**src/rtl/bcd_pkg.sv**
```systemverilog
// Shared definitions for the sequential binary-to-BCD converter.
//   DIGIT_W      : bits per BCD digit
//   ADJ_THRESH   : digit value at or above which the add-3 correction applies
//   ADJ_ADD      : correction added before each shift
//   conv_state_t : controller state encoding
//   pow10()      : 10^n, a constant helper for expected-result arithmetic
package bcd_pkg;
  localparam int unsigned DIGIT_W    = 4;
  localparam logic [3:0]  ADJ_THRESH = 4'd5;
  localparam logic [3:0]  ADJ_ADD    = 4'd3;

  typedef enum logic {IDLE = 1'b0, CONVERT = 1'b1} conv_state_t;

  function automatic int pow10(input int n);
    int r;
    r = 1;
    for (int i = 0; i < n; i++) r = r * 10;
    return r;
  endfunction
endpackage

```
**src/rtl/bcd_digit_adjust.sv**
```systemverilog
// Double-dabble correction for one BCD digit.
//   i_d : scratch digit before the shift
//   o_d : i_d + 3 when i_d >= 5, else i_d (4-bit wrap)
module bcd_digit_adjust
  import bcd_pkg::*;
(
  input  logic [DIGIT_W-1:0] i_d,
  output logic [DIGIT_W-1:0] o_d
);
  assign o_d = (i_d >= ADJ_THRESH) ? i_d + ADJ_ADD : i_d;
endmodule

```
**src/rtl/bin2bcd_seq.sv**
```systemverilog
// Sequential double-dabble binary-to-BCD converter, one input bit per clock.
//   clk, rst  : clock (rising edge), asynchronous active-high reset
//   start     : conversion request, sampled only while idle
//   bin_in    : binary operand, captured when start is accepted
//   busy      : conversion in progress
//   done      : one-cycle pulse; bcd_out/overflow valid from this cycle
//   bcd_out   : packed BCD, units digit in [3:0]; value is input mod 10^DIGITS
//   overflow  : input was >= 10^DIGITS; held alongside bcd_out
module bin2bcd_seq
  import bcd_pkg::*;
#(
  parameter int BIN_W  = 14,
  parameter int DIGITS = 4
) (
  input  logic                       clk,
  input  logic                       rst,
  input  logic                       start,
  input  logic [BIN_W-1:0]           bin_in,
  output logic                       busy,
  output logic                       done,
  output logic [DIGIT_W*DIGITS-1:0]  bcd_out,
  output logic                       overflow
);
  localparam int SW = DIGIT_W * DIGITS;
  localparam int CW = $clog2(BIN_W + 1);

  conv_state_t       r_state, w_state_nxt;
  logic [BIN_W-1:0]  r_bin;
  logic [SW-1:0]     r_scr;
  logic [CW-1:0]     r_cnt;
  logic              r_ovf;
  logic [SW-1:0]     r_bcd;
  logic              r_ovf_out;
  logic              r_done;

  logic [SW-1:0]     w_adj;
  logic [SW-1:0]     w_scr_nxt;
  logic              w_ovf_nxt;
  logic              w_last;

  genvar g;
  generate
    for (g = 0; g < DIGITS; g++) begin : g_adj
      bcd_digit_adjust u_adj (
        .i_d (r_scr[g*DIGIT_W +: DIGIT_W]),
        .o_d (w_adj[g*DIGIT_W +: DIGIT_W])
      );
    end
  endgenerate

  // Adjust then shift; the bit leaving the top digit means the value no longer
  // fits in DIGITS digits, so it is latched into the sticky overflow.
  assign w_scr_nxt = {w_adj[SW-2:0], r_bin[BIN_W-1]};
  assign w_ovf_nxt = r_ovf | w_adj[SW-1];
  assign w_last    = (r_cnt == CW'(1));

  always_comb begin
    w_state_nxt = r_state;
    case (r_state)
      IDLE:    if (start)  w_state_nxt = CONVERT;
      CONVERT: if (w_last) w_state_nxt = IDLE;
      default:             w_state_nxt = IDLE;
    endcase
  end

  always_ff @(posedge clk or posedge rst) begin
    if (rst) r_state <= IDLE;
    else     r_state <= w_state_nxt;
  end

  always_ff @(posedge clk or posedge rst) begin
    if (rst) begin
      r_bin     <= '0;
      r_scr     <= '0;
      r_cnt     <= '0;
      r_ovf     <= 1'b0;
      r_bcd     <= '0;
      r_ovf_out <= 1'b0;
      r_done    <= 1'b0;
    end else begin
      r_done <= 1'b0;
      case (r_state)
        IDLE: if (start) begin
          r_bin <= bin_in;
          r_scr <= '0;
          r_ovf <= 1'b0;
          r_cnt <= CW'(BIN_W);
        end
        CONVERT: begin
          r_bin <= r_bin << 1;
          r_scr <= w_scr_nxt;
          r_ovf <= w_ovf_nxt;
          r_cnt <= r_cnt - CW'(1);
          if (w_last) begin
            r_bcd     <= w_scr_nxt;
            r_ovf_out <= w_ovf_nxt;
            r_done    <= 1'b1;
          end
        end
        default: ;
      endcase
    end
  end

  assign busy     = (r_state == CONVERT);
  assign done     = r_done;
  assign bcd_out  = r_bcd;
  assign overflow = r_ovf_out;
endmodule
```
**config.mk**
```make
export PLATFORM = sky130hd
export DESIGN_NAME = bin2bcd_seq
export DESIGN_NICKNAME = d
export VERILOG_FILES = /design/src/rtl/bcd_pkg.sv /design/src/rtl/bcd_digit_adjust.sv /design/src/rtl/bin2bcd_seq.sv
export SDC_FILE = /design/constraint.sdc
export NUM_CORES = 1
export LEC_CHECK = 0
export CAP_MARGIN = 20
export CELL_PAD_IN_SITES_DETAIL_PLACEMENT = 1
export CELL_PAD_IN_SITES_GLOBAL_PLACEMENT = 2
export CORE_ASPECT_RATIO = 0.9
export CORE_MARGIN = 2
export CORE_UTILIZATION = 34
export DETAILED_ROUTE_END_ITERATION = 8
export GPL_ROUTABILITY_DRIVEN = 0
export PLACE_DENSITY = 0.81
export SETUP_SLACK_MARGIN = 0.15
export SLEW_MARGIN = 20
export SYNTH_ARGS = -nofsm -noshare
export SYNTH_HDL_FRONTEND = slang
export SYNTH_SLANG_ARGS = --single-unit
```
**constraint.sdc**
```tcl
create_clock -name clk -period 2.5 [get_ports clk]
set_clock_uncertainty 0.2 [all_clocks]
set_input_delay 0.5 -clock clk [delete_from_list [all_inputs] [get_ports clk]]
set_output_delay 0.5 -clock clk [all_outputs]
set_load 0.01 [all_outputs]
```
==> summary.txt <==
STA
  – Post-Route Setup TNS: 0 ns
  – Final period utilization: 84.4%
  – Worst slew pin tran: 0.393 ns
  – RSZ-0062 raised after global routing: no
  – Rel. slew slack: 73.7%
  – Setup Viol. Count Final: 0
  – Final Max Tran Viols: 0
  – Highest clock rate: 474 MHz
  – Slack of the critical path: 0.390 ns
  – Min Tclk post-route: 2.11 ns
  – Hold Fails Final Rpt: 0

Clock network
  – H-tree depth: 2
  – Root Driver: clkbuf_8
  – Setup Fix Bufs, Post-CTS: 0
  – CTS Buf Count: 5
  – Max clock buf depth: 2
  – Worst-Skew Late Latency: 0.30 ns
  – Resized cells post-CTS: 0
  – Hold Buf Count CTS: 0
  – Clock sinks: 54
  – Reg clk slew, reported paths: 0.09 ns
  – CTS tree: yes

GRT
  – Congestion Overflow GR: 0
  – First-pass GRT wire length: 9330 um
  – GRT Total Usage: 14.6%
  – Initial antenna violation count: 0
  – Largest net degree at the start of global routing: 39
  – Number of global-route vias before repair: 1847

Drt
  – WL final: 5350 um
  – DR vias/cell: 4.84
  – Drt pass-1 iters: 4
  – Final ANT Viol Nets: 0
  – Via count: 1887
  – Initial drt markers: 49
  – Routed len/inst: 13.7 um
  – DR DRC count: 0

Worst hold path
  – Hold WC Path Type: reg2reg
  – Hold depth: 2
  – Hold Crit Start: bcd_out[13]$_DFFE_PP0P_
  – End of the worst hold path: bcd_out[13]$_DFFE_PP0P_

Placed design
  – Final HPWL DP: 3850 um
  – Post-DP Area: 3000 um^2
  – Worst slack at placement: 0.585 ns
  – Placed cells: 382
  – Port bufs: 35

Floorplan
  – Die Ht: 85.5 um
  – Num ports: 36
  – Total core area: 7110 um^2
  – Starting density of the core: 35.3%
  – Die W: 94.5 um
  – Die area: 8080 um^2
  – FP Rows: 29

Yosys
  – Post-Syn Nets: 284
  – Cells after Synth: 257
  – Synth Register Bits: 54
  – Sequential element share of the synthesized area: 53.9%
  – Yosys warning count: 0
  – Cell Area, Synth: 2510 um^2
  – Syn_area_per_cell: 9.76 um^2
  – Yosys cell types: 27

Power
  – Switching part of the total power: 37.7%
  – Clock power frac: 14.0%
  – Part of the power in combinational logic: 44.3%
  – PwrDens: 1170 nW/um^2
  – Pleak: 1.38 nW
  – Internal Power: 2.25 mW
  – Total power: 3.61 mW
  – NetSw: 1.36 mW
  – VDD IR-drop max: 0.365 mV
  – Register share of total power: 41.7%

Status
  – Status: finished, final reports clean

Finish
  – Area growth syn-to-layout: 23.4%
  – Nets: 323
  – Post-Layout Cell Count: 390
  – Fillers: 830
  – Most common cell after layout, fill and taps aside: dfrtp_1
  – Most frequent cells in the layout: dfrtp_1, nand2_1, clkdlybuf4s50_1
  – Fraction of layout cells with a size suffix above 1: 7.74%
  – Area taken by multi-input logic gates: 1040 um^2
  – Design Area, Final: 3090 um^2
  – Register Area: 1350 um^2
  – Ant. Diodes: 0

Setup path
  – CP Max Fanout: 10
  – Crit path DAT: 1.41 ns
  – Reg2reg setup slack: 0.60 ns
  – Critical Path Start Type: flop
  – Reg2Reg Capture Point: bcd_out[14]$_DFFE_PP0P_
  – Worst setup path class: reg2out
  – Worst path required time: 1.80 ns
  – Path depth of the worst reg2reg path: 6
  – FF-to-FF Start: r_scr[12]$_DFFE_PP0P_
  – Crit end category: primary output

Run
  – Max-cap violations: 0
==> per-stage QoR <==
stage	hold slack, ns	util (%)
5_1_grt	0.301	43.5
3_5_place_dp	0.271	42.2
4_1_cts	0.293	43.5
6_report	0.284	43.5
2_1_floorplan	0.249	-
3_3_place_gp	0.261	42.2
==> cells by family after synthesis <==
logic type / synth area share, %
DFF: 53.9
muxes: 7.83
AOI/OAI and AO/OA: 14.9
xor gates and xnor gates: 1.40
and+or+nand+nor: 12.2
buffers and inverters: 4.79
adders and majority gates: 4.99
==> synthesized netlist by cell type <==
cell type | count | area (um^2)
ha_1 | 10 | 125
inv_2 | 1 | 3.75
buf_1 | 1 | 3.75
or4b_1 | 1 | 10.0
buf_2 | 5 | 25.0
a31oi_1 | 4 | 25.0
mux2i_1 | 14 | 140
nand2_1 | 50 | 188
mux2_1 | 1 | 11.3
xnor2_1 | 4 | 35.0
mux2_2 | 4 | 45.0
or3_1 | 1 | 6.26
nand2b_1 | 4 | 25.0
a21oi_1 | 15 | 75.1
dfrtp_1 | 54 | 1350
nor3_1 | 1 | 5.00
clkinv_2 | 1 | 5.00
o21ai_0 | 23 | 115
clkbuf_1 | 6 | 22.5
nor2_1 | 11 | 41.3
a22o_1 | 1 | 8.76
o22a_1 | 1 | 8.76
o22ai_1 | 13 | 81.3
o31ai_1 | 2 | 15.0
nor3b_1 | 4 | 30.0
o21ai_1 | 9 | 45.0
inv_1 | 16 | 60.1
==> worst max-delay path by stage <==
stage | startpoint | endpoint | slack (ns) | depth (start not counted)
global route | busy$_DFF_PP0_ | busy | 0.31 | 2
global placement | start | r_bin[1]$_DFFE_PP0P_ | 0.64 | 4
detailed placement | start | r_bin[9]$_DFFE_PP0P_ | 0.58 | 4
floorplan | rst | bcd_out[0]$_DFFE_PP0P_ | 0.49 | 1
finish | busy$_DFF_PP0_ | busy | 0.39 | 2
CTS | busy$_DFF_PP0_ | busy | 0.37 | 2
==> sequential cells by signal (all words and copies together) (netlist names) <==
register and cells:
done 1, r_scr 16, busy 1, r_bin 14, r_cnt 4, bcd_out 16, r_ovf 1, overflow 1
==> layer usage <==
metal	up-vias	wire length, um	global-route usage [%]	share of wire [%]
li1	950	-	-	-
met4	0	44	3.56	0.82
met5	-	0	0	0
met3	5	182	2.84	3.4
met2	31	2350	21.9	44
met1	901	2770	21.8	52
==> power by group through the flow <==
stage / Combinational (mW) / Sequential (mW) / Clock (mW)
6_report: 1.60 / 1.51 / 0.504
5_1_grt: 1.85 / 1.56 / 0.565
4_1_cts: 1.63 / 1.51 / 0.529
3_5_place_dp: 1.63 / 1.53 / 0
3_3_place_gp: 1.58 / 1.52 / 0
2_1_floorplan: 1.02 / 1.53 / 0
==> cell type report <==
| class | instances | share of cell area (%) |
|---|---|---|
| Timing Repair Buffer | 44 | 13.9 |
| Inverter | 18 | 2.22 |
| Tap cell | 93 | 3.76 |
| Sequential cell | 54 | 43.7 |
| Clock inverter | 1 | 0.162 |
| Clock buffer | 7 | 2.79 |
| Multi-Input combinational cell | 173 | 33.5 |
==> worst max-delay path, stage by stage, from the launching register on <==
cell             delay [ns]
dfrtp_1                0.39
buf_4                  0.18
clkdlybuf4s50_1        0.54
No activity file was read; power rests on OpenSTA's default activity.
